--- src/rtl/pipeline_front_regs.sv ---
// pipeline_front_regs
//   Front-end pipeline registers for the 5-stage MIPS core. This block holds
//   the fetch PC, the IF/ID register and the ID/EX register. Each cycle it
//   applies the hold, bubble and flush actions requested by hazard detection.
//
// Ports
//   clk, reset          : rising-edge clock, synchronous active-high reset
//   pc_stall            : hold the PC
//   if_id_stall/flush   : hold IF/ID / load a NOP into IF/ID (flush wins)
//   id_ex_stall/flush   : hold ID/EX / load a bubble into ID/EX (flush wins)
//   pc_next             : next PC from fetch/branch logic
//   if_instr            : instruction fetched at pc
//   id_ctrl, id_rs_data, id_rt_data, id_imm, id_rs, id_rt, id_rd
//                       : decode-stage values captured into ID/EX
//   pc                  : current fetch PC
//   id_pc4, id_instr, id_valid              : IF/ID register contents
//   ex_ctrl, ex_pc4, ex_rs_data, ex_rt_data, ex_imm, ex_rs, ex_rt, ex_rd,
//   ex_valid                                : ID/EX register contents
//   stall_cycles, flush_cycles              : saturating performance counters
//
// Configuration
//   PIPE_PERF_CNT_EN : when defined, adds the stall_cycles/flush_cycles
//                      ports and their saturating counters.
module pipeline_front_regs #(
  parameter logic [31:0] RESET_PC = 32'h0000_0000,
  parameter int          CTRL_W   = 12
) (
  input  logic              clk,
  input  logic              reset,
  input  logic              pc_stall,
  input  logic              if_id_stall,
  input  logic              if_id_flush,
  input  logic              id_ex_stall,
  input  logic              id_ex_flush,
  input  logic [31:0]       pc_next,
  input  logic [31:0]       if_instr,
  input  logic [CTRL_W-1:0] id_ctrl,
  input  logic [31:0]       id_rs_data,
  input  logic [31:0]       id_rt_data,
  input  logic [31:0]       id_imm,
  input  logic [4:0]        id_rs,
  input  logic [4:0]        id_rt,
  input  logic [4:0]        id_rd,
  output logic [31:0]       pc,
  output logic [31:0]       id_pc4,
  output logic [31:0]       id_instr,
  output logic              id_valid,
  output logic [CTRL_W-1:0] ex_ctrl,
  output logic [31:0]       ex_pc4,
  output logic [31:0]       ex_rs_data,
  output logic [31:0]       ex_rt_data,
  output logic [31:0]       ex_imm,
  output logic [4:0]        ex_rs,
  output logic [4:0]        ex_rt,
  output logic [4:0]        ex_rd,
  output logic              ex_valid
`ifdef PIPE_PERF_CNT_EN
  ,
  output logic [31:0]       stall_cycles,
  output logic [31:0]       flush_cycles
`endif
);

  logic [31:0]       pc_q, pc_d;
  logic [31:0]       id_pc4_q, id_pc4_d;
  logic [31:0]       id_instr_q, id_instr_d;
  logic              id_valid_q, id_valid_d;
  logic [CTRL_W-1:0] ex_ctrl_q, ex_ctrl_d;
  logic [31:0]       ex_pc4_q, ex_pc4_d;
  logic [31:0]       ex_rs_data_q, ex_rs_data_d;
  logic [31:0]       ex_rt_data_q, ex_rt_data_d;
  logic [31:0]       ex_imm_q, ex_imm_d;
  logic [4:0]        ex_rs_q, ex_rs_d;
  logic [4:0]        ex_rt_q, ex_rt_d;
  logic [4:0]        ex_rd_q, ex_rd_d;
  logic              ex_valid_q, ex_valid_d;

  // PC stage: hold on stall, otherwise follow fetch/branch logic
  always_comb begin
    pc_d = pc_stall ? pc_q : pc_next;
  end

  // IF/ID stage: flush > stall > load. pc + 4 wraps silently at 2^32.
  always_comb begin
    id_pc4_d   = id_pc4_q;
    id_instr_d = id_instr_q;
    id_valid_d = id_valid_q;
    if (if_id_flush) begin
      id_pc4_d   = 32'h0;
      id_instr_d = 32'h0;  // sll $0,$0,0
      id_valid_d = 1'b0;
    end else if (!if_id_stall) begin
      id_pc4_d   = pc_q + 32'd4;
      id_instr_d = if_instr;
      id_valid_d = 1'b1;
    end
  end

  // ID/EX stage: flush > stall > load. An all-zero ctrl bundle is a bubble.
  always_comb begin
    ex_ctrl_d    = ex_ctrl_q;
    ex_pc4_d     = ex_pc4_q;
    ex_rs_data_d = ex_rs_data_q;
    ex_rt_data_d = ex_rt_data_q;
    ex_imm_d     = ex_imm_q;
    ex_rs_d      = ex_rs_q;
    ex_rt_d      = ex_rt_q;
    ex_rd_d      = ex_rd_q;
    ex_valid_d   = ex_valid_q;
    if (id_ex_flush) begin
      ex_ctrl_d    = '0;
      ex_pc4_d     = 32'h0;
      ex_rs_data_d = 32'h0;
      ex_rt_data_d = 32'h0;
      ex_imm_d     = 32'h0;
      ex_rs_d      = 5'd0;
      ex_rt_d      = 5'd0;
      ex_rd_d      = 5'd0;
      ex_valid_d   = 1'b0;
    end else if (!id_ex_stall) begin
      ex_ctrl_d    = id_ctrl;
      ex_pc4_d     = id_pc4_q;
      ex_rs_data_d = id_rs_data;
      ex_rt_data_d = id_rt_data;
      ex_imm_d     = id_imm;
      ex_rs_d      = id_rs;
      ex_rt_d      = id_rt;
      ex_rd_d      = id_rd;
      ex_valid_d   = id_valid_q;
    end
  end

  always_ff @(posedge clk) begin
    if (reset) begin
      pc_q         <= RESET_PC;
      id_pc4_q     <= 32'h0;
      id_instr_q   <= 32'h0;
      id_valid_q   <= 1'b0;
      ex_ctrl_q    <= '0;
      ex_pc4_q     <= 32'h0;
      ex_rs_data_q <= 32'h0;
      ex_rt_data_q <= 32'h0;
      ex_imm_q     <= 32'h0;
      ex_rs_q      <= 5'd0;
      ex_rt_q      <= 5'd0;
      ex_rd_q      <= 5'd0;
      ex_valid_q   <= 1'b0;
    end else begin
      pc_q         <= pc_d;
      id_pc4_q     <= id_pc4_d;
      id_instr_q   <= id_instr_d;
      id_valid_q   <= id_valid_d;
      ex_ctrl_q    <= ex_ctrl_d;
      ex_pc4_q     <= ex_pc4_d;
      ex_rs_data_q <= ex_rs_data_d;
      ex_rt_data_q <= ex_rt_data_d;
      ex_imm_q     <= ex_imm_d;
      ex_rs_q      <= ex_rs_d;
      ex_rt_q      <= ex_rt_d;
      ex_rd_q      <= ex_rd_d;
      ex_valid_q   <= ex_valid_d;
    end
  end

  assign pc         = pc_q;
  assign id_pc4     = id_pc4_q;
  assign id_instr   = id_instr_q;
  assign id_valid   = id_valid_q;
  assign ex_ctrl    = ex_ctrl_q;
  assign ex_pc4     = ex_pc4_q;
  assign ex_rs_data = ex_rs_data_q;
  assign ex_rt_data = ex_rt_data_q;
  assign ex_imm     = ex_imm_q;
  assign ex_rs      = ex_rs_q;
  assign ex_rt      = ex_rt_q;
  assign ex_rd      = ex_rd_q;
  assign ex_valid   = ex_valid_q;

`ifdef PIPE_PERF_CNT_EN
  logic [31:0] stall_cnt_q, stall_cnt_d;
  logic [31:0] flush_cnt_q, flush_cnt_d;

  // Increment unless already pinned at all-ones
  function automatic logic [31:0] sat_inc(input logic [31:0] v, input logic en);
    return (en && (v != 32'hFFFF_FFFF)) ? v + 32'd1 : v;
  endfunction

  // Counter stage: one event per edge at most
  always_comb begin
    stall_cnt_d = sat_inc(stall_cnt_q, pc_stall);
    flush_cnt_d = sat_inc(flush_cnt_q, if_id_flush | id_ex_flush);
  end

  always_ff @(posedge clk) begin
    if (reset) begin
      stall_cnt_q <= 32'h0;
      flush_cnt_q <= 32'h0;
    end else begin
      stall_cnt_q <= stall_cnt_d;
      flush_cnt_q <= flush_cnt_d;
    end
  end

  assign stall_cycles = stall_cnt_q;
  assign flush_cycles = flush_cnt_q;
`endif

endmodule

--- config.mk ---
export PLATFORM = sky130hd
export DESIGN_NAME = pipeline_front_regs
export DESIGN_NICKNAME = d
export VERILOG_FILES = /design/src/rtl/pipeline_front_regs.sv
export SDC_FILE = /design/constraint.sdc
export NUM_CORES = 1
export LEC_CHECK = 0
export ABC_AREA = 1
export CAP_MARGIN = 20
export CORE_MARGIN = 1
export CORE_UTILIZATION = 30
export CTS_BUF_LIST = sky130_fd_sc_hd__clkbuf_8
export DETAILED_ROUTE_END_ITERATION = 7
export SYNTH_ARGS = -nofsm -noshare
export SYNTH_HDL_FRONTEND = slang
export SYNTH_SLANG_ARGS = --single-unit
--- constraint.sdc ---
create_clock -name clk -period 1.63 [get_ports clk]
set_clock_uncertainty 0.1 [all_clocks]
set_input_delay 0.326 -clock clk [delete_from_list [all_inputs] [get_ports clk]]
set_output_delay 0.326 -clock clk [all_outputs]
set_load 0.02 [all_outputs]
; Word-level counts from Yosys, hierarchy flattened
; Cells that the tools add are included.
[totals]
word_cells = 16
reg_bits = 253
output_inout_bits = 253
in_bits = 194
[classes]
n_reduce_logical = 2
add_sub_neg = 1
[op_table]
columns = op, n
row1 = $add 32x3->32 const B, 1
row2 = $reduce_or 2->1, 2

; Logic depth before layout (Yosys ltp)
[depth]
depth_word = 1
depth_mapped = 10
ltp_nobuf = 10

; Worst setup path before layout
; Ideal clock, no wire load.
[synth_timing]
kind = flip-flop to flip-flop
startpoint = register pc_q[3] (netlist: pc[3])
endpoint = register id_pc4_q[22] (netlist: id_pc4[22])
stages_incl_launch_ff = 9
n_path_buf = 0
setup_time_ns = 0.117
period_less_slack_ns = 1.645
arrival_time_ns = 1.428
path_slack_ns = -0.015
cell_sequence = dfxtp_1 ha_1 nand2_2 nor2_8 nand2_4 nor2_8 a21oi_1 nor2_1 nor2_1
[synth_via]
elab_chain_len = 1
[synth_lines]
columns = item, line
row1 = start: declaration, 64  ; logic [31:0] pc_q, pc_d;
row2 = start signal: assignment, 149  ; pc_q <= pc_d;
row3 = $add 32x3->32, 93  ; id_pc4_d = pc_q + 32'd4;
row4 = end signal: assignment, 150  ; id_pc4_q <= id_pc4_d;
row5 = end: declaration, 65  ; logic [31:0] id_pc4_q, id_pc4_d;
; Every way passes these cells.
; A chain may end at the register's enable or synchronous reset.

; Worst setup path in the final report
[layout_timing]
startpoint = register id_instr_q[21] (netlist: id_instr[21])
endpoint = output id_instr[21]
[layout_lines]
columns = item, line
row1 = start: declaration, 66  ; logic [31:0] id_instr_q, id_instr_d;
row2 = start signal: assignment, 151  ; id_instr_q <= id_instr_d;
row3 = end: declaration, 46  ; output logic [31:0] id_instr,
; No word-level cell between the ends.

==> results.txt <==
CP arrival = 1.15 ns
Mapped Cells = 1283
FFs w/ async S/R, synth = 0%
Worst Hold End = ex_imm[29]
EDFF count, synth = 0
Ports = 447
synthesized flop and latch total = 253
GPL Wtd Cong = 0.9419
worst setup margin = 0.04977 ns
hold depth = 5
leakage power = 6.379 nW
vias in the first global route = 9400
WP data required = 1.20 ns
fillers = 3160
Remaining DRCs = 0
Initial Utilization = 30.85%
slew margin rel. = 75.67%
cells on worst reg2reg path = 9
worst r2r src = pc[6]
first-pass GRT wire length = 52.58 mm
Layout Utilization = 48.07%
CTS tree = yes
kind of critical path = reg -> out
GRT Util Overall = 20.20%
Worst Hold Class = in -> reg
CTS Sinks = 253
H-tree depth = 2
layout overhead on the synthesized area = 55.83%
Detail Placement HPWL = 24.68 mm
max-cap violations = 0
endpoints failing setup = 0
reg-to-reg setup timing slack = 0.08 ns
wire per inst = 15.60 um
CP top delay family = flip-flops
die area = 0.03250 mm^2
Place WS = -0.1657 ns
Worst Setup End Kind = output port
f_max = 632.8 MHz
Slew Limit Fails = 0
Synth Flop Type = dfxtp_1
worst-path fanout max = 2
CP peak stage delay = 0.34 ns
HP Start = id_ex_stall
FF-to-FF End = id_pc4[29]
die width = 180.3 um
port bufs = 446
Final Cycle Share = 96.95%
Vias = 9795
CP cell instances = clkdlybuf4s15_2
core area = 0.03091 mm^2
clk buf depth = 3
final net count = 1939
Clock Tree Root = clkbuf_8
yosys warns = 0
Synth cell types = 27
most common cell after layout, fill and taps aside = nand2_1
Seq/Total Area, Yosys = 53.12%
GRT overflow = 0
syn_nets = 1478
WL final = 33.82 mm
Slew @ Worst Pin = 0.3649 ns
DIE HEIGHT = 180.3 um
Final Hold Fails = 0
via/cell ratio = 4.518
status = finished, final reports clean
Setup crit start kind = flop
DR iter-0 viols = 433
row cnt = 64
1st-pass router iterations = 5
CTS Buf Count = 46
pwr dens = 964.4 mW/mm^2
Skew-Pair Late Insertion Delay = 0.55 ns
crit path buf inv count = 1
RSZ-0062 raised after global routing = yes
syn_area_per_cell = 7.431 um^2
initial antenna violation count = 1
Final min period = 1.580 ns
CP max stage cell = dfxtp_1
Post-Syn Area = 0.009534 mm^2
clk slew on worst S/H paths = 0.05 ns
commonest non-fill, non-tap cells in the layout = nand2_1, dfxtp_1, a21oi_1
share of cells above drive strength 1 = 23.48%
worst vdd ir = 574.1 uV
ant diodes = 0
DRT antenna net count = 0
pin count of the biggest net entering global routing = 80
-- per-layer routing --
layer / wire length [um] / up-vias / global-route usage (%)
met1: 14190 / 4384 / 23.85
li1: - / 5012 / -
met5: 0 / - / 0
met2: 16360 / 344 / 34.91
met3: 2426 / 55 / 5.942
met4: 842 / 0 / 6.632
-- cell families (layout without fill, tap and decap cells) --
logic type      count (synthesis)  after routing  synth area share (%)
buf+inv                       137            626                 5.682
simple gates                  598            598                 25.24
fa+ha+maj                       1              1                0.1312
compound gates                285            285                 15.00
xor+xnor                        9              9                0.8268
flops                         253            253                 53.12
-- sequential cells by signal, summed over array words and instances (netlist names), 12 cells and up --
name / flops
ex_imm: 32
ex_pc4: 32
ex_rs_data: 32
ex_rt_data: 32
id_instr: 32
id_pc4: 32
pc: 32
ex_ctrl: 12
-- worst max-delay path by stage --
stage / startpoint / end / slack (ns) / depth (start not counted)
after floorplan: pc[3] / id_pc4[22] / 0.10 / 8
after global placement: reset / ex_rt_data[30] / -0.14 / 5
after detailed placement: reset / ex_imm[17] / -0.17 / 5
after CTS: ex_pc4[12] / ex_pc4[12] / 0.00002 / 1
after global routing: pc[3] / id_pc4[27] / -0.02 / 10
final: id_instr[21] / id_instr[21] / 0.05 / 1
-- synth_stat cells (2+ instances only) --
cell        n  area (um^2)
xor2_1      8        70.07
o21ai_1     3        15.01
nand2_4     2        22.52
clkbuf_1   48        180.2
nor2_2      4        25.02
buf_1      12        45.04
nand3_2     3        30.03
nor2_1     94        352.8
and2_1      2        12.51
o21ai_0    54        270.3
nor2_8      2        40.04
nand3_1    21        105.1
dfxtp_1   253         5065
nand2_1   458         1719
nor2_4      5        56.30
buf_2      19        95.09
nand2_2     4        25.02
inv_1      56        210.2
a21oi_1   227         1136
-- cell type report --
type                            count  area (um^2)  area share (%)
Timing Repair Buffer              493         4193           28.22
Clock inverter                     18        105.1          0.7074
Sequential cell                   253         5096           34.30
Multi-Input combinational cell    893         3953           26.60
Inverter                           57        216.5           1.457
Clock buffer                       58        798.3           5.373
Tap cell                          396        495.5           3.335
-- stage by stage --
step / setup TNS, ns / power, mW / cells / hold slack [ns] / area, um^2
floorplan: 0 / 7.527 / 1283 / 0.3697 / 9537
global placement: -17.51 / 8.730 / 2089 / 0.3505 / 14670
detailed placement: -18.58 / 8.740 / 2089 / 0.3541 / 14670
CTS: 0 / 14.60 / 2168 / 0.1668 / 15370
global route: -0.02158 / 15.03 / 2168 / 0.1921 / 14860
finish: 0 / 14.33 / 2168 / 0.2146 / 14860
-- power by group --
group / switching, mW / internal [mW]
clock network: 2.54 / 3.33
registers: 0.154 / 6.41
logic: 1.00 / 0.890
-- worst min-delay path: stages --
cell and delay, ns:
buf_4 0.13, inv_4 0.05, buf_12 0.16, nand2_1 0.07, a21oi_1 0.05
-- what timing repair did --
item                       in CTS  in global routing
buffers inserted                3                  0
hold buffers                    0                  0
setup endpoints to repair     253                105
gates resized for setup       884                116
Power figures use the tool's default switching activity.
==> edit 1: new RTL, config.mk and constraints unchanged <==
Build with the macro `PIPE_PERF_CNT_EN` defined.
--- a/src/rtl/pipeline_front_regs.sv
+++ b/src/rtl/pipeline_front_regs.sv
@@ -21,6 +21,8 @@
 // Configuration
 //   PIPE_PERF_CNT_EN : when defined, adds the stall_cycles/flush_cycles
 //                      ports and their saturating counters.
+`define PIPE_PERF_CNT_EN
+
 module pipeline_front_regs #(
   parameter logic [31:0] RESET_PC = 32'h0000_0000,
   parameter int          CTRL_W   = 12
Formal check against the unedited RTL (old outputs only; new: flush_cycles and stall_cycles): equivalent (equiv_simple and equiv_induct, registers matched by name and starting in step).
==> edit 1 against the original RTL <==
  * The flow now finishes with violations (negative setup slack)
  * Total power up 33%
  * Worst setup slack got worse by 230 ps
  * First-iteration DRC count increased by 110%
  * Sequential cell count up 64
  * Die area grew 39%
  * Synthesized area increased by 39%
  * Utilization up 8.4 points
  * Clock power rose by 41%
  * Cell area increased by 65%
  * Worst hold slack got worse by 110 ps
  * Routed wire length up 79%
  * Cell count increased by 55%
  * Largest power group is now clock
==> edit 1: results <==
export IMPL_post_synth_main_area_contributors="dfxtp_1, nand2_1, a21oi_1"
export IMPL_sequential_cell_area_fraction_in_the_yosys_report_pct=47.8
export IMPL_grt_first_pass_wirelength_mm=86.4
export IMPL_layout_clock_cell_area_share_pct=5.25
export IMPL_place_port_buffers=510
export IMPL_gp_congestion=0.879
export IMPL_final_nets=2922
export IMPL_grt_max_degree=63
export IMPL_worst_pin_slew_ps=413
export IMPL_yosys_register_bits=317
export IMPL_cts_buffers_inserted=59
export IMPL_area_delta_synth_final_pct=84.4
export IMPL_postSynthAreaPerCell_um2=7.01
export IMPL_critical_path_top_delay_family="simple AND/OR/NAND/NOR gates"
export IMPL_fraction_of_layout_cells_with_a_size_suffix_above_1_pct=42.2
export IMPL_final_instance_count_excl_fill=3364
export IMPL_wl_mm=60.4
export IMPL_area_share_sequential_pct=27.5
export IMPL_setup_ws_ps=-183
export IMPL_nNonClkBuffers=866
export IMPL_setup_viol=92
export IMPL_antenna_diode_count=5
export IMPL_n_multi_input_combinational_cell=1393
export IMPL_outcome="finished, violations left"
export IMPL_worst_skew_pair_late_latency_ps=650
export IMPL_pre_cts_ws_ps=-296
export IMPL_firstDrtPassIters=7
export IMPL_worstHoldPathCells=3
export IMPL_synthDistinctLibCells=36
export IMPL_routed_via_density=4.71
export IMPL_inv_count=88
export IMPL_violations="negative setup slack"
export IMPL_grt_antenna_before_repair=8
export IMPL_tns_ps=-6880
export IMPL_hold_worst_slack_ps=101
export IMPL_n_clock_buffer=76
export IMPL_detailedPlacementHpwl_mm=43.2
export IMPL_r2r_start="flush_cycles[0]$_SDFFE_PP0P_"
export IMPL_rrSetupSlack_ps=-180
edit 1: report_power, final:
group	internal [mW]	switching, mW
registers	7.94	0.189
logic	1.31	1.30
clock network	4.66	3.59
total	13.9	5.08
edit 1: cell families after synthesis:
logic type / Yosys count / synth area share, %
xor gates and xnor gates: 20 / 1.32
adders and majority gates: 3 / 0.283
buffers and inverters: 185 / 5.89
AOI/OAI and AO/OA: 328 / 12.4
and+or+nand+nor: 1042 / 32.3
DFF: 317 / 47.8
edit 1: routing by layer:
metal	vias to the layer above	track usage (%)	wire length (µm)
li1	7763	-	-
met3	136	8.42	5550
met4	4	9.85	2080
met5	-	0	26
met1	7351	27.6	22700
met2	602	44.3	30100
edit 1: repair_timing:
item,in CTS,in global routing
hold endpoints to repair,11,0
hold buffers,2,0
endpoints found under the setup margin,392,209
gates resized for setup,2033,202
cloned,5,6
setup buffers,104,30
pin swaps,36,70
==> edit 2: new RTL, config.mk and constraints unchanged <==
Made on the original files. Take the reset off `id_instr_q` and load it in a clocked block of its own.
--- a/src/rtl/pipeline_front_regs.sv
+++ b/src/rtl/pipeline_front_regs.sv
@@ -134,7 +134,6 @@
     if (reset) begin
       pc_q         <= RESET_PC;
       id_pc4_q     <= 32'h0;
-      id_instr_q   <= 32'h0;
       id_valid_q   <= 1'b0;
       ex_ctrl_q    <= '0;
       ex_pc4_q     <= 32'h0;
@@ -148,7 +147,6 @@
     end else begin
       pc_q         <= pc_d;
       id_pc4_q     <= id_pc4_d;
-      id_instr_q   <= id_instr_d;
       id_valid_q   <= id_valid_d;
       ex_ctrl_q    <= ex_ctrl_d;
       ex_pc4_q     <= ex_pc4_d;
@@ -160,6 +158,10 @@
       ex_rd_q      <= ex_rd_d;
       ex_valid_q   <= ex_valid_d;
     end
+  end
+
+  always_ff @(posedge clk) begin
+    id_instr_q <= id_instr_d;
   end
 
   assign pc         = pc_q;
Behaviour: not the same (a bounded check fails within 4 cycles, from zero or initial values and one cycle with reset high).
==> edit 2 against the original RTL <==
  * The run now ends with design-rule violations left
  * Critical path depth did not move
  * Sequential share of layout area shrank 0.073 points
  * Routed wire length is 4.2% higher
  * Cell area hardly changed
  * Total power fell by 1.5%
  * Clock power decreased by 4.9%
  * Cell count decreased by 0.42%
  * First-iteration DRC count rose by 19%
  * Non-clock buffer count unchanged
  * Utilization up 0.12 points
  * Synthesized area down 0.42%
  * Sequential cell count is the same
  * Worst setup slack better by 8.2 ps
  * Critical endpoint is now ex_rs_data[3]
==> edit 2: results <==
export IMPL_outcome="finished, violations left"
export IMPL_violations="design-rule violations"
export IMPL_total_leakage_power_nw=6.25
export IMPL_switching_share_pct=26.1
export IMPL_hold_worst_slack_ps=114
export IMPL_met2RoutedLength_mm=17.2
export IMPL_inv_count=55
export IMPL_multi_input_comb_area_mm2=0.00390
export IMPL_gp_congestion=0.869
export IMPL_route_detailed_drc=34
export IMPL_design_die_area_mm2=0.0324
export IMPL_all_layer_gr_usage_pct=21.1
export IMPL_final_nets=1928
export IMPL_grt_max_degree=77
export IMPL_global_route_usage_met2_pct=36.8
export IMPL_synth_cells_most_frequent="nand2_1, dfxtp_1, a21oi_1"
export IMPL_sequential_group_share_of_total_power_pct=46.7
export IMPL_synth_fa_ha_area_share_pct=0.132
export IMPL_worstHoldPathCells=4
export IMPL_post_synth_main_area_contributors="dfxtp_1, nand2_1, a21oi_1"
export IMPL_grt_first_pass_wirelength_mm=53.7
export IMPL_worst_pin_slew_ps=363
export IMPL_cts_buffers_inserted=45
export IMPL_fraction_of_layout_cells_with_a_size_suffix_above_1_pct=22.7
export IMPL_worst_skew_pair_late_latency_ps=530
export IMPL_dr_wl_met3_mm=2.84
export IMPL_n_clock_buffer=50
export IMPL_wl_mm=35.2
export IMPL_placedCellCount=2081
export IMPL_seq_cell_power_mw=6.59
export IMPL_synth_cells=1274
export IMPL_placement_cell_area_mm2=0.0146
export IMPL_timing_critical_path_from="ex_rs_data[3]$_SDFFE_PP0N_"
export IMPL_rr_endpoint="id_pc4[10]$_SDFFE_PP0N_"
export IMPL_first_global_vias=9332
export IMPL_whs_endpoint="ex_imm[0]$_SDFFE_PP0N_"
export IMPL_r2r_start="pc[2]$_SDFFE_PP0N_"
export IMPL_worst_r2r_cell_count=8
export IMPL_area_share_sequential_pct=34.2
export IMPL_power_clock_fraction_pct=39.5
export IMPL_n_multi_input_combinational_cell=885
-- edit 2: cell count changes after synthesis, sizes merged, moves of 2 or more --
cell	unedited run	this run
nand3	24	21
buf	32	28
nor2	105	103
o21ai	57	60
clkbuf	48	53
inv	57	54
nand2	464	452
a21oi	228	232
-- edit 2: worst max-delay path by stage --
stage,to,slack (ps),depth (start not counted)
3_3_place_gp,ex_rt_data[12]$_SDFFE_PP0N_,-110,4
4_1_cts,ex_rt_data[9],0.2,1
3_5_place_dp,ex_ctrl[1]$_SDFFE_PP0N_,-130,4
6_report,ex_rs_data[3],60,1
2_1_floorplan,id_pc4[22]$_SDFFE_PP0N_,8,8
5_1_grt,id_pc4[11]$_SDFFE_PP0N_,-10,7
-- edit 2: what timing repair did --
item,CTS,global route
setup buffers,0,1
setup endpoints to repair,252,85
pin swaps,0,4
resized for setup,873,91
